==> config.mk <==
export PLATFORM = sky130hd
export DESIGN_NAME = spi_slave_rx_flat
export DESIGN_NICKNAME = d
export VERILOG_FILES = /design/src/rtl/spi_slave_rx_if.sv /design/src/rtl/spi_slave_rx.sv /design/src/flat_wrapper.sv
export SDC_FILE = /design/constraint.sdc
export NUM_CORES = 1
export LEC_CHECK = 0
export ABC_AREA = 1
export ABC_CLOCK_PERIOD_IN_PS = 1800
export CORE_MARGIN = 5
export CORE_UTILIZATION = 40
export CTS_BUF_LIST = sky130_fd_sc_hd__clkbuf_16
export CTS_CLUSTER_SIZE = 25
export DETAILED_ROUTE_END_ITERATION = 7
export HOLD_SLACK_MARGIN = 0.15
export PLACE_DENSITY = 0.73
export SETUP_SLACK_MARGIN = 0.1
export SLEW_MARGIN = 30
export SYNTH_ARGS = -nofsm -noshare
export SYNTH_HDL_FRONTEND = slang
export SYNTH_SLANG_ARGS = --single-unit
==> constraint.sdc <==
create_clock -name ckl -period 1.8 [get_ports ckl]
set_input_delay 0.36 -clock ckl [delete_from_list [all_inputs] [get_ports ckl]]
set_output_delay 0.36 -clock ckl [all_outputs]
set_load 0.005 [all_outputs]
==> src/rtl/spi_slave_rx_if.sv <==
// Bus bundle between an SPI master-side environment and the spi_slave_rx
// endpoint: serial pins plus the receive/transmit handshake and status flags.
interface spi_slave_rx_if #(
  parameter int unsigned frame_size = 8
);
  logic                  SCLK;
  logic                  SE;
  logic                  MOSI;
  logic                  MISO;
  logic [frame_size-1:0] rx_data;
  logic                  rx_valid;
  logic                  rx_ready;
  logic [frame_size-1:0] tx_data;
  logic                  tx_load;
  logic                  frame_error;
  logic                  overrun;
  logic                  clear_flags;

  modport slave (
    input  SCLK, SE, MOSI, rx_ready, tx_data, tx_load, clear_flags,
    output MISO, rx_data, rx_valid, frame_error, overrun
  );

  modport master (
    output SCLK, SE, MOSI, rx_ready, tx_data, tx_load, clear_flags,
    input  MISO, rx_data, rx_valid, frame_error, overrun
  );
endinterface

==> src/rtl/spi_slave_rx.sv <==
// SPI slave receiver: oversamples SCLK/SE/MOSI on ckl, assembles LSB-first
// frames, hands them out on a valid/ready handshake, flags aborts and
// overruns, and shifts a preloaded reply word out on MISO.
module spi_slave_rx #(
  parameter int unsigned frame_size  = 8,
  parameter int unsigned sync_stages = 2
) (
  input logic           ckl,
  input logic           rst_n,
  spi_slave_rx_if.slave bus
);

  localparam int unsigned CW = $clog2(frame_size);

  typedef enum logic [1:0] {IDLE, ACTIVE, DONE} state_t;

  logic [sync_stages-1:0] sclk_sync_q, se_sync_q, mosi_sync_q;
  logic                   sclk_prev_q, se_prev_q;
  logic                   sclk_s, se_s, mosi_s;
  logic                   sclk_rise, sclk_fall, se_fall;

  state_t                 state_q;
  logic [CW-1:0]          cnt_q;
  logic [frame_size-1:0]  rx_sh_q, tx_sh_q, tx_hold_q, rx_data_q;
  logic                   rx_valid_q, frame_error_q, overrun_q;
  logic [frame_size-1:0]  tx_next;

  // Synchronize the serial pins; SE resets low so a reset taken mid-frame
  // (SE still low) is not mistaken for a fresh SE falling edge.
  always_ff @(posedge ckl or negedge rst_n) begin
    if (!rst_n) begin
      sclk_sync_q <= '0;
      se_sync_q   <= '0;
      mosi_sync_q <= '0;
      sclk_prev_q <= 1'b0;
      se_prev_q   <= 1'b0;
    end else begin
      sclk_sync_q <= {sclk_sync_q[sync_stages-2:0], bus.SCLK};
      se_sync_q   <= {se_sync_q[sync_stages-2:0], bus.SE};
      mosi_sync_q <= {mosi_sync_q[sync_stages-2:0], bus.MOSI};
      sclk_prev_q <= sclk_sync_q[sync_stages-1];
      se_prev_q   <= se_sync_q[sync_stages-1];
    end
  end

  // Edge detection and the reply word to use at the next frame start.
  always_comb begin
    sclk_s    = sclk_sync_q[sync_stages-1];
    se_s      = se_sync_q[sync_stages-1];
    mosi_s    = mosi_sync_q[sync_stages-1];
    sclk_rise = sclk_s & ~sclk_prev_q;
    sclk_fall = ~sclk_s & sclk_prev_q;
    se_fall   = ~se_s & se_prev_q;
    tx_next   = bus.tx_load ? bus.tx_data : tx_hold_q;
  end

  // Frame FSM with handshake, sticky flags and the MISO shifter; MISO is the
  // shifter's bit 0, so clearing the shifter drives MISO low in IDLE.
  always_ff @(posedge ckl or negedge rst_n) begin
    if (!rst_n) begin
      state_q       <= IDLE;
      cnt_q         <= '0;
      rx_sh_q       <= '0;
      tx_sh_q       <= '0;
      tx_hold_q     <= '0;
      rx_data_q     <= '0;
      rx_valid_q    <= 1'b0;
      frame_error_q <= 1'b0;
      overrun_q     <= 1'b0;
    end else begin
      if (bus.tx_load) tx_hold_q <= bus.tx_data;
      if (bus.clear_flags) begin
        frame_error_q <= 1'b0;
        overrun_q     <= 1'b0;
      end
      if (rx_valid_q && bus.rx_ready) rx_valid_q <= 1'b0;

      case (state_q)
        IDLE: begin
          cnt_q   <= '0;
          tx_sh_q <= '0;
          if (se_fall) begin
            state_q <= ACTIVE;
            tx_sh_q <= tx_next;
          end
        end
        ACTIVE: begin
          if (se_s) begin
            if (cnt_q != '0) frame_error_q <= 1'b1;
            cnt_q   <= '0;
            rx_sh_q <= '0;
            tx_sh_q <= '0;
            state_q <= IDLE;
          end else if (sclk_fall) begin
            rx_sh_q[cnt_q] <= mosi_s;
            cnt_q          <= cnt_q + CW'(1);
            if (cnt_q == CW'(frame_size - 1)) state_q <= DONE;
          end else if (sclk_rise && cnt_q != '0) begin
            tx_sh_q <= {1'b0, tx_sh_q[frame_size-1:1]};
          end
        end
        DONE: begin
          // An accept on this same edge frees the slot, so no overrun then.
          if (!rx_valid_q || bus.rx_ready) begin
            rx_data_q  <= rx_sh_q;
            rx_valid_q <= 1'b1;
          end else begin
            overrun_q <= 1'b1;
          end
          cnt_q   <= '0;
          rx_sh_q <= '0;
          if (se_s) begin
            tx_sh_q <= '0;
            state_q <= IDLE;
          end else begin
            tx_sh_q <= tx_next;
            state_q <= ACTIVE;
          end
        end
        default: state_q <= IDLE;
      endcase
    end
  end

  // Registered outputs onto the bus.
  always_comb begin
    bus.MISO        = tx_sh_q[0];
    bus.rx_data     = rx_data_q;
    bus.rx_valid    = rx_valid_q;
    bus.frame_error = frame_error_q;
    bus.overrun     = overrun_q;
  end

endmodule
==> src/flat_wrapper.sv <==
// flat-port wrapper written by rule: the top's interface ports become plain ports
module spi_slave_rx_flat 
#(
  parameter int unsigned frame_size  = 8,
  parameter int unsigned sync_stages = 2
)
  (ckl, rst_n, bus_SCLK, bus_SE, bus_MOSI, bus_rx_ready, bus_tx_data, bus_tx_load, bus_clear_flags, bus_MISO, bus_rx_data, bus_rx_valid, bus_frame_error, bus_overrun);
  spi_slave_rx_if #(.frame_size(frame_size)) bus_i ();
  input logic ckl;
  input logic rst_n;
  input wire logic [$bits(bus_i.SCLK)-1:0] bus_SCLK;
  input wire logic [$bits(bus_i.SE)-1:0] bus_SE;
  input wire logic [$bits(bus_i.MOSI)-1:0] bus_MOSI;
  input wire logic [$bits(bus_i.rx_ready)-1:0] bus_rx_ready;
  input wire logic [$bits(bus_i.tx_data)-1:0] bus_tx_data;
  input wire logic [$bits(bus_i.tx_load)-1:0] bus_tx_load;
  input wire logic [$bits(bus_i.clear_flags)-1:0] bus_clear_flags;
  output wire logic [$bits(bus_i.MISO)-1:0] bus_MISO;
  output wire logic [$bits(bus_i.rx_data)-1:0] bus_rx_data;
  output wire logic [$bits(bus_i.rx_valid)-1:0] bus_rx_valid;
  output wire logic [$bits(bus_i.frame_error)-1:0] bus_frame_error;
  output wire logic [$bits(bus_i.overrun)-1:0] bus_overrun;
  assign bus_i.SCLK = bus_SCLK;
  assign bus_i.SE = bus_SE;
  assign bus_i.MOSI = bus_MOSI;
  assign bus_i.rx_ready = bus_rx_ready;
  assign bus_i.tx_data = bus_tx_data;
  assign bus_i.tx_load = bus_tx_load;
  assign bus_i.clear_flags = bus_clear_flags;
  assign bus_MISO = bus_i.MISO;
  assign bus_rx_data = bus_i.rx_data;
  assign bus_rx_valid = bus_i.rx_valid;
  assign bus_frame_error = bus_i.frame_error;
  assign bus_overrun = bus_i.overrun;
  spi_slave_rx #(.frame_size(frame_size), .sync_stages(sync_stages)) u_core (.ckl(ckl), .rst_n(rst_n), .bus(bus_i));
endmodule
==> impl_metrics.env <==
export IMPL_grt_pass1_vias=1784
export IMPL_drc=0
export IMPL_die_width_um=85.0
export IMPL_critical_path_class="reg -> reg"
export IMPL_hold_path_class="reg -> reg"
export IMPL_finalClockSkew_ns=0.00615
export IMPL_syn_num_nets=291
export IMPL_routabilityCongestion=0.845
export IMPL_critPathArrivalTime_ns=1.74
export IMPL_slew_headroom_pct=77.0
export IMPL_initial_utilization_pct=41.1
export IMPL_worstPathRequired_ns=1.98
export IMPL_synth_top_area_cell="dfrtp_1"
export IMPL_peakVddDrop_v=0.00101
export IMPL_drt_iter0_drc=93
export IMPL_synth_cell_types=18
export IMPL_r2r_slack_ns=0.23
export IMPL_fin_nets=327
export IMPL_port_buffers=27
export IMPL_wl_met2_um=2150
export IMPL_synth_area_top_cells="dfrtp_1, nand2_1, nand3_1"
export IMPL_reg2reg_to="u_core.tx_sh_q[4]"
export IMPL_cp_max_fo=12
export IMPL_cts_path_max_buffers=2
export IMPL_rsz0062_at_grt="false"
export IMPL_grt_max_degree=49
export IMPL_min_period_ns=1.57
export IMPL_holdWs_ns=0.350
export IMPL_routed_wl_um=4350
export IMPL_nFillCells=533
export IMPL_dpl_cell_area_sq_um=2630
export IMPL_min_to="u_core.sclk_sync_q[1]"
export IMPL_place_ws_ns=0.249
export IMPL_vias=1803
export IMPL_max_stage_delay_ns=0.39
export IMPL_core_rowCount=27
export IMPL_tightest_slew_ns=0.345
export IMPL_drive_gt1_share_pct=9.51
export IMPL_seq_area_sq_um=1200
export IMPL_core_sq_um=5470
export IMPL_reg2reg_depth=9
export IMPL_ys_ff_latch=48
export IMPL_crit_slowest_cell="dfrtp_1"
export IMPL_antenna_cells=0
export IMPL_fin_ws_ns=0.233
export IMPL_globalRouteOverflowTotal=0
export IMPL_crit_path_start_kind="register"
export IMPL_r2r_start="u_core.state_q[0]"
export IMPL_syn_inst=268
export IMPL_hp_start="u_core.sclk_sync_q[0]"
export IMPL_yosysWarnings=0
export IMPL_root_buffer="clkbuf_16"
export IMPL_clockPowerShare_pct=26.8
export IMPL_p_sw_w=0.00119
export IMPL_wire_per_inst_um=11.5
export IMPL_ant_nets=0
export IMPL_cts_tree="done"
export IMPL_power_density_nw_per_um2=1220
export IMPL_area_delta_synth_final_pct=24.1
export IMPL_clk_latency_ns=0.29
export IMPL_postCtsResizedCells=0
export IMPL_grt_usage_pct=12.8
export IMPL_die_h_um=85.0
export IMPL_critical_path_top_cell_by_count="nand2_1"
export IMPL_intPower_w=0.00222
export IMPL_finalMaxSlewViolations=0
export IMPL_finalPower_w=0.00340
export IMPL_m1WireLength_um=1940
export IMPL_finalHoldViolations=0
export IMPL_vias_per_cell=4.78
export IMPL_endpoint_kind="register"
export IMPL_clk_pin_slew_ns=0.06
export IMPL_tns_ns=0
export IMPL_status="finished clean"
export IMPL_syn_mean_instance_area_sq_um=8.39
export IMPL_fin_crit_sh_pct=87.1
export IMPL_multi_input_area_sq_um=933
export IMPL_timing_fmax_ghz=0.638
export IMPL_swShare_pct=34.9
export IMPL_synth_area_sq_um=2250
export IMPL_antenna_found_initial=0
export IMPL_worstPathCellList="inv_1 -> ha_1 -> buf_4 -> nand3_1 -> nand2_2 -> nand2_1 -> nand2_1 -> nand2_1 -> nand2_1"
export IMPL_final_area_sq_um=2790
export IMPL_power_frac_seq_pct=40.1
export IMPL_yosysSeqAreaShare_pct=53.4
export IMPL_h_tree_depth=2
export IMPL_grt_pass1_wl_um=7600
export IMPL_synth_top_area_share_pct=53.4
export IMPL_maxCapViolCount=0
export IMPL_dp_hpwl_um=3160
export IMPL_dr_pass1_iters=4
export IMPL_cts_made_buffers=5
export IMPL_p_comb_share_pct=33.1
export IMPL_highest_layer="met4"
export IMPL_setup_viol=0
export IMPL_holdPathStages=0
export IMPL_cts_sinks=48
export IMPL_pin_count=28
export IMPL_die_area_sq_um=7220
export IMPL_wl_met3_um=185
export IMPL_leakage_nw=1.45
[worst max-delay path: cells and delay by family, from the launching register on]
family / cells / cell delay, ns
simple gates: 6 / 0.47
flops: 1 / 0.39
fa+ha+maj: 1 / 0.33
buf+inv: 2 / 0.27
[power by group through the flow]
stage | sequential, W | combinational (W) | clock, W
after floorplan | 0.00137 | 0.000733 | 0
after global placement | 0.00138 | 0.00108 | 0
after detailed placement | 0.00138 | 0.00111 | 0
after CTS | 0.00136 | 0.00112 | 0.000937
after global routing | 0.00139 | 0.00126 | 0.000986
final | 0.00136 | 0.00113 | 0.000913
[cells in the mapped netlist, drive strengths merged]
cell type  instances
buf                3
clkbuf             2
dfrtp             48
ha                 7
inv               23
nand2            124
nand3             32
nand3b             8
nand4              3
nor2               8
nor3               1
o21ai              9
[metal layers]
metal  track usage, %  up-vias
li1                 -      914
met1             14.8      847
met2             22.9       33
met3             3.11        9
met4             4.32        0
met5                0        -
[final cells by class]
cell class	instances	area share (%)
tap	72	3.23
multi-input combinational	192	33.4
clock buffer	5	4.48
timing repair buffer	34	11.9
clock inverter	3	0.851
inverter	23	3.09
sequential	48	43.0
[registers in the layout, indices dropped and copies added (netlist names), 2 cells and up]
register and cells:
u_core.se_sync_q 2, u_core.tx_hold_q 8, u_core.sclk_sync_q 2, u_core.tx_sh_q 8, u_core.state_q 2, u_core.rx_sh_q 8
u_core.mosi_sync_q 2, u_core.bus.rx_data 8, u_core.cnt_q 3
[layout by cell type (no fill, tap or decap)]
cell type,synthesis,routed
nand2_1,121,121
dfrtp_1,48,48
nand3_1,32,32
clkdlybuf4s50_1,0,26
inv_1,17,17
o21ai_0,9,9
nand3b_1,8,8
ha_1,7,7
inv_2,6,6
clkbuf_16,0,5
buf_4,0,5
nor2_1,4,4
nor2_4,3,3
nand4_1,3,3
nand2_4,2,2
clkinvlp_4,0,2
nor3_2,1,1
nand2_2,1,1
nor2_8,1,1
clkinv_4,0,1
dlygate4sd3_1,0,1
buf_2,2,1
buf_12,0,1
[worst max-delay path by stage]
stage                                  from                end  slack, ns  cells past startpoint
after floorplan           u_core.state_q[0]  u_core.tx_sh_q[5]       0.43                      7
after global placement    u_core.state_q[1]  u_core.tx_sh_q[4]       0.31                      9
after detailed placement  u_core.state_q[0]  u_core.tx_sh_q[3]       0.25                      9
after CTS                 u_core.state_q[0]  u_core.tx_sh_q[3]       0.24                      9
after global routing      u_core.state_q[1]    u_core.cnt_q[1]       0.11                      8
final                     u_core.state_q[0]  u_core.tx_sh_q[4]       0.23                      9
[per-stage QoR]
step	util, %	instances
2_1_floorplan	-	268
5_1_grt	51.0	377
6_report	51.0	377
3_3_place_gp	48.0	367
3_5_place_dp	48.0	367
4_1_cts	50.9	376
[what timing repair did]
item / in CTS / in global routing
hold endpoints to repair: 48 / 0
setup endpoints to repair: 0 / 1
hold buffers: 1 / 0
buffers inserted: 0 / 1
[cells by family after synthesis]
family                     share of synthesized area [%]
and+or+nand+nor                                     35.6
DFF                                                 53.4
buffers and inverters                               5.12
AOI/OAI and AO/OA                                   2.00
adders and majority gates                           3.89
Power figures use the tool's default switching activity.
==> variant 1, RTL diff (same settings) <==
The 3 states of `state_t` get a one-hot encoding in 3 bits.
--- a/src/rtl/spi_slave_rx.sv
+++ b/src/rtl/spi_slave_rx.sv
@@ -14,3 +14,3 @@
 
-  typedef enum logic [1:0] {IDLE, ACTIVE, DONE} state_t;
+  typedef enum logic [2:0] {IDLE = 3'b001, ACTIVE = 3'b010, DONE = 3'b100} state_t;
 
Check against the original RTL: same outputs for any inputs over 10 cycles, from zero or initial values and one cycle with rst_n low; not proved beyond that.
==> variant 1 against the original RTL <==
Register-to-register slack improved by 0.07 ns; total power is 7.2% lower; die area rose by 10%; synthesized area grew 12%; non-clock buffer count is 4 higher; routed wire length rose by 17%; cell count is 18% higher; design area is 9.7% higher; largest cell class unchanged; first-iteration DRC count rose by 20%; global-route usage increased by 1.5 points; clock power increased by 3.5%; sequential cell count grew 1; worst setup slack gained 0.040 ns.
==> variant 1: results (changes against the original RTL) <==
| Metric | Value |
|---|---|
| Share of cells above drive strength 1 | 9.76% (+0.25 points) |
| Max Used Layer | met4 |
| Largest net degree at the start of global routing | 50 (+2.0%) |
| Worst setup path end | bus_frame_error |
| Worst hold slack | 0.349 ns (-0.00113 ns) |
| Starting DRT DRC Count | 112 (+20%) |
| Number of global-route vias before repair | 1939 (+8.7%) |
| Status | finished clean |
| CTS Buf Count | 5 (unchanged) |
| R2R cell count | 8 (-1) |
| Setup Skew | 0.0106 ns (+0.00447 ns) |
| Hold Startpoint | u_core.sclk_sync_q[0]$_DFF_PN0_ |
| WL/cell | 11.5 µm (-0.67%) |
| Met1 WL | 2.53 mm (+30%) |
| Metal3 WL | 306 µm (+65%) |
| Met2 wire len | 2.17 mm (+0.88%) |
| Comb. pwr | 0.000844 W (-25%) |
| Crit-path max cell delay | 0.51 ns (+0.12 ns) |
| Seq/Total Area, Yosys | 48.8% (-4.6 points) |
| Vias | 2122 (+18%) |
| Layout fillers | 555 (+4.1%) |
| VDD IR-drop max | 0.000518 V (-49%) |
| Post-synth top cells | 126 x nand2_1, 59 x nand3_1, 48 x dfrtp_1 |
| Setup crit start | u_core.bus.frame_error$_DFF_PN0_ |
| Crit-path max FO | 2 (-10) |
| M3 GR Usage | 3.04% (-0.065 points) |
| CP max-delay cell | clkdlybuf4s50_1 |
| DP Worst Slack | 0.109 ns (-0.141 ns) |
| Nets | 387 (+18%) |
| Distinct cells, synth | 23 (+5) |
| Int Pwr | 0.00208 W (-6.2%) |
| Largest cells by area after synthesis | dfrtp_1 48%, nand2_1 19%, nand3_1 12% |
| Crit Reg-Reg Startpoint | u_core.state_q[0]$_DFFE_PN1P_ |
| First-pass GRT wire length | 8.89 mm (+17%) |
| Final Cycle Share | 84.8% (-2.2 points) |
| R2R Setup Slk | 0.30 ns (+0.07 ns) |
| CP Data Arrival Time | 1.17 ns (-0.57 ns) |
| Leakage | 1.67 nW (+15%) |
| GR Util met1 | 19.8% (+5.1 points) |
| Total track usage | 14.3% (+1.5 points) |
| Clock power frac | 29.9% (+3.1 points) |
| Mapped Nets | 353 (+21%) |
| Placer Congestion | 0.836 (-1.1%) |
| Worst path top cell family by delay | buffers and inverters |
| Worst Max-Slew Pin Slew | 0.414 ns (+0.0689 ns) |
| GR Layer Usage met2 | 21.6% (-1.3 points) |
| Final HPWL DP | 3.71 mm (+17%) |
## variant 1: area by class of cell
cell class,count,area share (%)
Clock buffer,5,4.08
Clock inverter,3,0.817
Inverter,42,5.14
Multi-Input combinational cell,232,35.0
Sequential cell,49,40.1
Tap cell,75,3.06
Timing Repair Buffer,38,11.8
## variant 1: worst reg2reg max path, delay by kind of cell, from the launching register on
family / cells / cell delay (ns)
compound gates: 1 / 0.17
simple gates: 6 / 0.62
buf+inv: 1 / 0.06
flops: 1 / 0.60
## variant 1: logic make-up after synthesis
family	Yosys count	synth area share, %
adders and majority gates	3	1.49
AOI/OAI and AO/OA	10	2.34
buffers and inverters	53	8.60
DFF	49	48.8
and+or+nand+nor	219	38.8
## variant 1: stage by stage
step	util (%)	total power (W)	cells	instance area (µm²)
2_1_floorplan	-	0.00196	334	2520
3_3_place_gp	48.2	0.00221	435	2900
3_5_place_dp	48.2	0.00223	435	2900
4_1_cts	50.9	0.00319	444	3060
5_1_grt	50.9	0.00337	444	3060
6_report	50.9	0.00316	444	3060
==> variant 2, RTL diff (same settings) <==
Made on the original files. `frame_size` is set to 8 in 3 places; all go to 4.
--- a/src/rtl/spi_slave_rx_if.sv
+++ b/src/rtl/spi_slave_rx_if.sv
@@ -3,3 +3,3 @@
 interface spi_slave_rx_if #(
-  parameter int unsigned frame_size = 8
+  parameter int unsigned frame_size = 4
 );
--- a/src/rtl/spi_slave_rx.sv
+++ b/src/rtl/spi_slave_rx.sv
@@ -4,3 +4,3 @@
 module spi_slave_rx #(
-  parameter int unsigned frame_size  = 8,
+  parameter int unsigned frame_size  = 4,
   parameter int unsigned sync_stages = 2
--- a/src/flat_wrapper.sv
+++ b/src/flat_wrapper.sv
@@ -3,3 +3,3 @@
 #(
-  parameter int unsigned frame_size  = 8,
+  parameter int unsigned frame_size  = 4,
   parameter int unsigned sync_stages = 2
Ports: changed (resized bus_rx_data and bus_tx_data); port bits go from 28 to 20. The function was not compared with the original's and may differ.
==> variant 2 against the original RTL <==
Total power decreased by 24%; worst setup slack improved by 0.026 ns; routed wire length decreased by 40%; sequential cell count decreased by 17; synthesized area decreased by 35%; design area decreased by 33%; cell count decreased by 35%.
==> variant 2: results (changes against the original RTL) <==
| Metric | Value |
|---|---|
| Status | finished clean |
| Number of global-route vias before repair | 1073 (-40%) |
| Post-CTS setup buffer count | 0 (unchanged) |
| Nets | 218 (-33%) |
| CTS Root Cell | clkbuf_16 |
| CP Data Arrival Time | 1.71 ns (-0.03 ns) |
| Switching Fraction | 31.3% (-3.7 points) |
| Hold Startpoint | u_core.mosi_sync_q[0]$_DFF_PN0_ |
| R2R cell count | 9 (unchanged) |
| Total wire length | 2.59 mm (-40%) |
| Vias per cell | 4.59 (-4.0%) |
| Final HPWL DP | 1.90 mm (-40%) |
| Clk_lat worst skew | 0.28 ns |
| CTS resizes | 0 (unchanged) |
| Largest cells by area after synthesis | dfrtp_1 53%, nand2_1 15%, ha_1 8.5% |
| Mapped Cells | 170 (-37%) |
| Share of cells above drive strength 1 | 7.61% (-1.9 points) |
| Crit Reg-Reg Startpoint | u_core.state_q[0]$_DFFE_PN0P_ |
| Hold Crit Endpoint | u_core.mosi_sync_q[1]$_DFF_PN0_ |
| Crit-path max FO | 7 (-5) |
| H-tree Lvls | 2 (unchanged) |
| DP Worst Slack | 0.298 ns (+0.0484 ns) |
| Port Buffers | 19 (-30%) |
| Post-synth top cells | 59 x nand2_1, 31 x dfrtp_1, 20 x inv_1 |
| Distinct cells, synth | 15 (-3) |
| Placer Congestion | 0.804 (-4.9%) |
| Starting DRT DRC Count | 44 (-53%) |
| Hold path cells | 0 (unchanged) |
| CTS Buf Count | 5 (unchanged) |
| Leakage | 0.954 nW (-34%) |
| R2R Setup Slk | 0.26 ns (+0.03 ns) |
| First-pass GRT wire length | 4.75 mm (-38%) |
| Antenna fix cells | 0 (unchanged) |
| VDD IR-drop max | 0.000502 V (-50%) |
| DRT Pass-1 Iters | 4 (unchanged) |
| Hold Crit Class | reg -> reg |
| Most used DFF post-synth | dfrtp_1 |
| Seq/Total Area, Yosys | 52.7% (-0.72 points) |
| Clock slew at reported path FFs | 0.05 ns |
| Post-synth ARST share | 100% (unchanged) |
| Maximum clock path buffer count | 2 (unchanged) |
| WL/cell | 10.6 µm (-8.3%) |
| Total track usage | 12.1% (-0.66 points) |
| Largest net degree at the start of global routing | 32 (-35%) |
| Mapped Nets | 192 (-34%) |
| Setup Skew | 0.00239 ns (-0.00376 ns) |
| Yosys warnings | 0 (unchanged) |
| Slew margin rel. | 75.0% (-2.0 points) |
| Antenna violations before repair | 0 (unchanged) |
| R2R Path End | u_core.tx_sh_q[2]$_DFFE_PN0P_ |
| Cells after DPL | 237 (-35%) |
[variant 2: changes by cell type after synthesis, moves of 4 or more]
cell      delta
inv_2        -4
nand3_1     -20
nand2_1     -62
nand3b_1     -8
dfrtp_1     -17
nor2_1       +6
o21ai_1      +5
[variant 2: area by class of cell]
class | instances | area, µm²
clock buffers | 5 | 125
multi-input cells | 115 | 592
well taps | 48 | 60.1
inverters | 22 | 82.6
flip-flops and latches | 31 | 776
clock inverters | 3 | 38.8
fillers | 329 | 1730
repair buffers | 21 | 205
[variant 2: critical path, cell delays in order, from the launching register on]
cell and delay (ns):
dfrtp_1 0.46, inv_1 0.11, ha_1 0.42, inv_1 0.10, nand3_2 0.08, nand2_2 0.06
nand2_1 0.05, nand2_1 0.04, nand2_1 0.05, nand2_1 0.05
[variant 2: cell families (layout without fill, tap and decap cells)]
group                    count (synthesis)  count (layout)  share of synthesized area [%]
AND/OR/NAND/NOR                         90              90                           26.3
AO/OA/AOI/OAI                           15              15                           5.44
flip-flops                              31              31                           52.7
adder cells (fa/ha/maj)                 10              10                           8.50
buffers and inverters                   24              51                           7.14
[variant 2: worst max path at each step]
stage,startpoint,endpoint,slack (ns),cells past startpoint
after global placement,bus_tx_load,u_core.tx_sh_q[2]$_DFFE_PN0P_,0.33,8
after floorplan,u_core.state_q[0]$_DFFE_PN0P_,u_core.tx_sh_q[1]$_DFFE_PN0P_,0.46,9
final,u_core.state_q[0]$_DFFE_PN0P_,u_core.tx_sh_q[2]$_DFFE_PN0P_,0.26,9
after detailed placement,u_core.state_q[0]$_DFFE_PN0P_,u_core.tx_sh_q[2]$_DFFE_PN0P_,0.30,9
after global routing,u_core.state_q[0]$_DFFE_PN0P_,u_core.tx_sh_q[1]$_DFFE_PN0P_,0.10,9
after CTS,u_core.tx_sh_q[0]$_DFFE_PN0P_,bus_MISO,0.27,1
[variant 2: per-layer routing]
metal | GRT usage, % | up-vias | routed length, µm
li1 | - | 588 | -
met1 | 14.1 | 503 | 1210
met2 | 18.8 | 27 | 1140
met3 | 5.40 | 7 | 185
met4 | 6.26 | 0 | 60
met5 | 0 | - | 0
[variant 2: power groups by stage]
stage | clock [W] | sequential (W) | combinational, W
floorplan | 0 | 0.000917 | 0.000497
global placement | 0 | 0.000925 | 0.000735
detailed placement | 0 | 0.000930 | 0.000741
CTS | 0.000946 | 0.000923 | 0.000748
global route | 0.000974 | 0.000941 | 0.000862
finish | 0.000928 | 0.000925 | 0.000740
[variant 2: stage by stage]
step                total power, W  hold slack [ns]  area [µm²]
CTS                        0.00262            0.348        1880
global placement           0.00166            0.332        1720
detailed placement         0.00167            0.337        1720
global route               0.00278            0.351        1880
floorplan                  0.00141           0.0644        1470
finish                     0.00259            0.345        1880
